File: config.mk
export PLATFORM = sky130hd
export DESIGN_NAME = chessboard_band_lut
export DESIGN_NICKNAME = d
export VERILOG_FILES = /design/src/rtl/chessboard_pkg.sv /design/src/rtl/chessboard_band_lut.sv
export SDC_FILE = /design/constraint.sdc
export NUM_CORES = 1
export LEC_CHECK = 0
export ABC_AREA = 1
export CORE_UTILIZATION = 44
export DETAILED_ROUTE_END_ITERATION = 12
export PLACE_DENSITY = 0.84
export SLEW_MARGIN = 40
export SYNTH_ARGS = -nofsm -noshare
export SYNTH_HDL_FRONTEND = slang
export SYNTH_SLANG_ARGS = --single-unit
File: constraint.sdc
create_clock -name vclk -period 1.65
set_clock_uncertainty 0.1 [all_clocks]
set_input_delay 0.2475 -clock vclk [all_inputs]
set_output_delay 0.2475 -clock vclk [all_outputs]
set_load 0.05 [all_outputs]
File: src/rtl/chessboard_pkg.sv
// Shared constants for the chessboard debug pattern: raster defaults, band tables, FSM states.
// Optional first-error capture in the checker is enabled by defining CHK_FIRST_ERR_EN.
package chessboard_pkg;

    localparam int unsigned H_ACTIVE_DEF = 640;
    localparam int unsigned V_ACTIVE_DEF = 480;
    localparam int unsigned COORD_W      = 11;
    localparam int unsigned PIX_W        = 8;
    localparam int unsigned CNT_W        = 19;

    localparam int unsigned NUM_X_EDGES = 25;
    localparam int unsigned NUM_Y_EDGES = 21;

    // Band i applies while coord < EDGES[i]; past the last edge the FINAL value applies.
    localparam logic [COORD_W-1:0] X_EDGES [NUM_X_EDGES] = '{
        11'd20,  11'd64,  11'd111, 11'd156, 11'd199, 11'd240, 11'd279, 11'd316, 11'd351,
        11'd384, 11'd415, 11'd444, 11'd471, 11'd496, 11'd519, 11'd540, 11'd559, 11'd576,
        11'd591, 11'd604, 11'd615, 11'd624, 11'd631, 11'd636, 11'd639
    };
    localparam logic [PIX_W-1:0] X_VALS [NUM_X_EDGES] = '{
        8'h00, 8'h01, 8'h04, 8'h09, 8'h19, 8'h24, 8'h31, 8'h79, 8'hA9, 8'hFF,
        8'h00, 8'hFF, 8'h00, 8'hFF, 8'h00, 8'hFF, 8'h00, 8'hFF, 8'h00, 8'hFF,
        8'h00, 8'hFF, 8'h00, 8'hFF, 8'h00
    };
    localparam logic [PIX_W-1:0] X_FINAL = 8'hFF;

    localparam logic [COORD_W-1:0] Y_EDGES [NUM_Y_EDGES] = '{
        11'd39,  11'd80,  11'd119, 11'd156, 11'd191, 11'd224, 11'd255, 11'd284, 11'd311,
        11'd336, 11'd359, 11'd380, 11'd399, 11'd416, 11'd431, 11'd444, 11'd455, 11'd464,
        11'd471, 11'd476, 11'd479
    };
    localparam logic [PIX_W-1:0] Y_VALS [NUM_Y_EDGES] = '{
        8'h00, 8'h01, 8'h04, 8'h09, 8'h19, 8'h24, 8'h31, 8'h79, 8'hA9, 8'hE1,
        8'hFF, 8'h00, 8'hFF, 8'h00, 8'hFF, 8'h00, 8'hFF, 8'h00, 8'hFF, 8'h00,
        8'hFF
    };
    localparam logic [PIX_W-1:0] Y_FINAL = 8'h00;

    typedef enum logic [1:0] {
        StIdle,
        StSync,
        StCheck,
        StReport
    } chk_state_e;

endpackage

File: src/rtl/chessboard_band_lut.sv
// Combinational chessboard pattern: expected byte = vertical band(x) XOR horizontal band(y).
module chessboard_band_lut
    import chessboard_pkg::*;
(
    input  logic [COORD_W-1:0] x_i,
    input  logic [COORD_W-1:0] y_i,
    output logic [PIX_W-1:0]   pix_o
);

    logic [PIX_W-1:0] vband;
    logic [PIX_W-1:0] hband;

    // Scanning from the highest edge down leaves the first matching edge's value.
    always_comb begin
        vband = X_FINAL;
        for (int i = int'(NUM_X_EDGES) - 1; i >= 0; i--) begin
            if (x_i < X_EDGES[i]) vband = X_VALS[i];
        end
        hband = Y_FINAL;
        for (int i = int'(NUM_Y_EDGES) - 1; i >= 0; i--) begin
            if (y_i < Y_EDGES[i]) hband = Y_VALS[i];
        end
        pix_o = vband ^ hband;
    end

endmodule

==> results_dict.tcl, run 1 <==
set metrics [dict create \
    yosys_warnings 0 \
    status "did not finish" \
    synth_cells 186 \
    ys_seq_area_share_pct 0 \
    start_util_pct 48.30 \
    synth_top_area_share_pct 31.28 \
    ios 30 \
    synth_fp_nets 208 \
    yosys.area.top_type "nand2_1" \
    lastStage "3_5_place_dp" \
    syn_area_um2 852.1 \
    place.gp.congestion 0.8921 \
    die_h_um 46.01 \
    avgSynthCellArea_um2 4.581 \
    dp_hpwl_um 3896 \
    die_x_um 46.01 \
    error_line "[ERROR DPL-0033] detailed placement checks failed during check placement." \
    synth_cell_types 23 \
    rows 15 \
    synth_area_leaders "nand2_1, inv_1, nand3_1" \
    port_buffers 30 \
]
==> logic make-up after synthesis <==
family	share of synthesized area, %
AOI/OAI and AO/OA	18.35
buffers and inverters	13.22
xor gates and xnor gates	5.139
and+or+nand+nor	63.29
==> metrics by stage <==
| stage | cell area [um2] | hold slack [ns] | TNS (ns) |
|---|---|---|---|
| 2_1_floorplan | 1028 | 0.7501 | -0.7959 |
| 3_3_place_gp | 1733 | 1.405 | -6.168 |
==> synthesized netlist by cell type <==
master,count
a21oi_1,9
a21oi_2,1
a31oi_1,1
clkinv_1,2
inv_1,25
inv_2,3
nand2_1,71
nand2_2,3
nand2_4,2
nand3_1,17
nand3_2,2
nand4_1,1
nor2_1,19
nor2_2,2
nor3_1,6
nor4_1,1
o211ai_1,2
o21ai_0,7
o21ai_1,5
o21ai_2,1
o31ai_2,1
xnor2_1,1
xor2_1,4
==> run 2, diff against run 1 <==
- CORE_AREA: not set -> 2 2 63 65
- CORE_UTILIZATION: 44 -> not set
- DIE_AREA: not set -> 0 0 65 67
- PLACE_DENSITY: 0.84 -> not set
- PLACE_DENSITY_LB_ADDON: not set -> 0.15
- clock period: 1.65 -> 2.1 ns (I/O delays scaled with it)
==> results_dict.tcl, run 2 <==
set metrics [dict create \
    synth_top_area_share_pct 31.28 \
    multi_input_area_um2 1012 \
    powerDensity_nw_per_um2 337.5 \
    start_kind "primary input" \
    violations "negative setup slack" \
    place.gp.congestion 0.8583 \
    start_util_pct 23.63 \
    final-setup-viol-count 8 \
    grt_pass1_wl_um 5664 \
    peakVddDrop_mv 0.1150 \
    cap_violations 0 \
    worst_pin_slew_ns 0.3507 \
    port_buffers 30 \
    final_common_cell "buf_4" \
    arrival_ns 1.78 \
    seq_cell_count 0 \
    hp-class "primary input to output pin" \
    synthMostInstantiatedCell "nand2_1" \
    core_um2 3606 \
    antenna_found_initial 0 \
    wl_per_cell_um 10.43 \
    antenna_left 0 \
    crit_type "primary input to output pin" \
    hold_buffers 0 \
    rows 22 \
    synth_cell_types 23 \
    stdcell_count 317 \
    endpoint_kind "output pin" \
    finalCriticalPeriod_ns 2.198 \
    slew_viol_final 0 \
    die_h_um 67 \
    grt_use_total_pct 15.69 \
    avgSynthCellArea_um2 4.581 \
    yosys.area.top_type "nand2_1" \
    setup_ws_ns -0.09815 \
    grt_max_degree 8 \
    synth_top_cells_by_count "nand2_1, inv_1, nor2_1, nand3_1, a21oi_1" \
    final_cell_mix "buf_4, nand2_1, nand2_2" \
    seq_area_um2 0 \
    final_area_um2 1951 \
    hold_viol 0 \
    synth_fp_nets 208 \
    ios 30 \
    grt_pass1_vias 1399 \
    ys_seq_area_share_pct 0 \
    dpl_cell_area_um2 1653 \
    vias 1428 \
    route.detailed.drc 0 \
    hold_ws_ns 1.239 \
    p_leak_nw 0.9935 \
    synth_cells 186 \
    wirelength_um 3306 \
    slew-limit-headroom_pct 76.46 \
    drive_above_1_share_pct 57.99 \
    place_inst 307 \
    final_util_pct 54.09 \
    rsz0062_at_grt "yes" \
    nFillCells 371 \
    status "complete, but fails checks" \
    syn_area_um2 852.1 \
    worstPathMaxFanout 4 \
    dieArea_um2 4355 \
    max_freq_mhz 454.9 \
    synth_area_leaders "nand2_1, inv_1, nand3_1" \
    first_pass_iters 4 \
    clockBufferCount 0 \
    yosys_warnings 0 \
    dp_hpwl_um 2605 \
    antenna_cells_inserted 0 \
    crit_start "x_i[2]" \
    vias_per_cell 4.505 \
    power_mw 0.6582 \
    finalSetupTns_ns -0.4927 \
    syn_to_final_growth_pct 128.9 \
    die_x_um 65 \
    drtIter0Drc 28 \
    num-nets-final 293 \
    period_share_pct 104.7 \
    overflow 0 \
    critical_path_required_ns 1.68 \
    critical_path.endpoint "pix_o[2]" \
    pre_cts_ws_ns -0.5730 \
]
==> run 2: cell counts after synthesis <==
No cell type changed its count.
==> run 2: cell families (layout without fill, tap and decap cells) <==
logic type	count (synthesis)	in the layout	synth area share (%)
AO/OA/AOI/OAI	27	27	18.35
XOR/XNOR	5	5	5.139
buffers and inverters	30	113	13.22
AND/OR/NAND/NOR	124	124	63.29
==> run 2: how the worst min path moves through the flow <==
stage	start	to	slack, ns	depth (start not counted)
CTS	y_i[10]	pix_o[2]	1.25	9
finish	y_i[10]	pix_o[0]	1.24	9
global placement	x_i[9]	pix_o[7]	1.64	8
floorplan	y_i[8]	pix_o[3]	0.97	4
detailed placement	y_i[6]	pix_o[2]	1.62	8
global route	y_i[10]	pix_o[0]	1.29	9
==> run 2: layer usage <==
layer,global-route usage (%),wire length [um],up-vias
met1,18.09,1356,637
li1,-,-,757
met5,0,0,-
met2,30.67,1798,30
met4,4.255,44,0
met3,1.182,107,4
==> run 2: area by class of cell <==
class,count,share of cell area (%)
multi-input combinational,156,51.89
timing repair buffer,83,39.00
inverter,30,6.030
tap,48,3.079
==> run 2: power by group <==
| part | switching (mW) | internal (mW) | leakage (nW) |
|---|---|---|---|
| logic | 0.350 | 0.308 | 0.994 |
| registers | 0 | 0 | 0 |
| clock network | 0 | 0 | 0 |
| total | 0.350 | 0.308 | 0.994 |
==> run 2: timing repair <==
item,in CTS,in global routing
pin swaps,37,17
endpoints found under the setup margin,8,8
buffers inserted,7,4
resized for setup,155,17
hold endpoints to repair,0,0
==> run 2: critical path, cell delays in order <==
cell and delay (ns):
buf_8 0.08, buf_6 0.09, nand3_4 0.07, buf_4 0.15, o21ai_4 0.14, o21ai_2 0.07, a21oi_2 0.15, nand2_2 0.11
nand2_4 0.09, nand2_2 0.05, nand2_2 0.07, nand2_2 0.06, nand2_2 0.07, nand2_2 0.04, nand2_2 0.08, buf_12 0.13
Note: power is estimated with default switching activity, not from simulation.
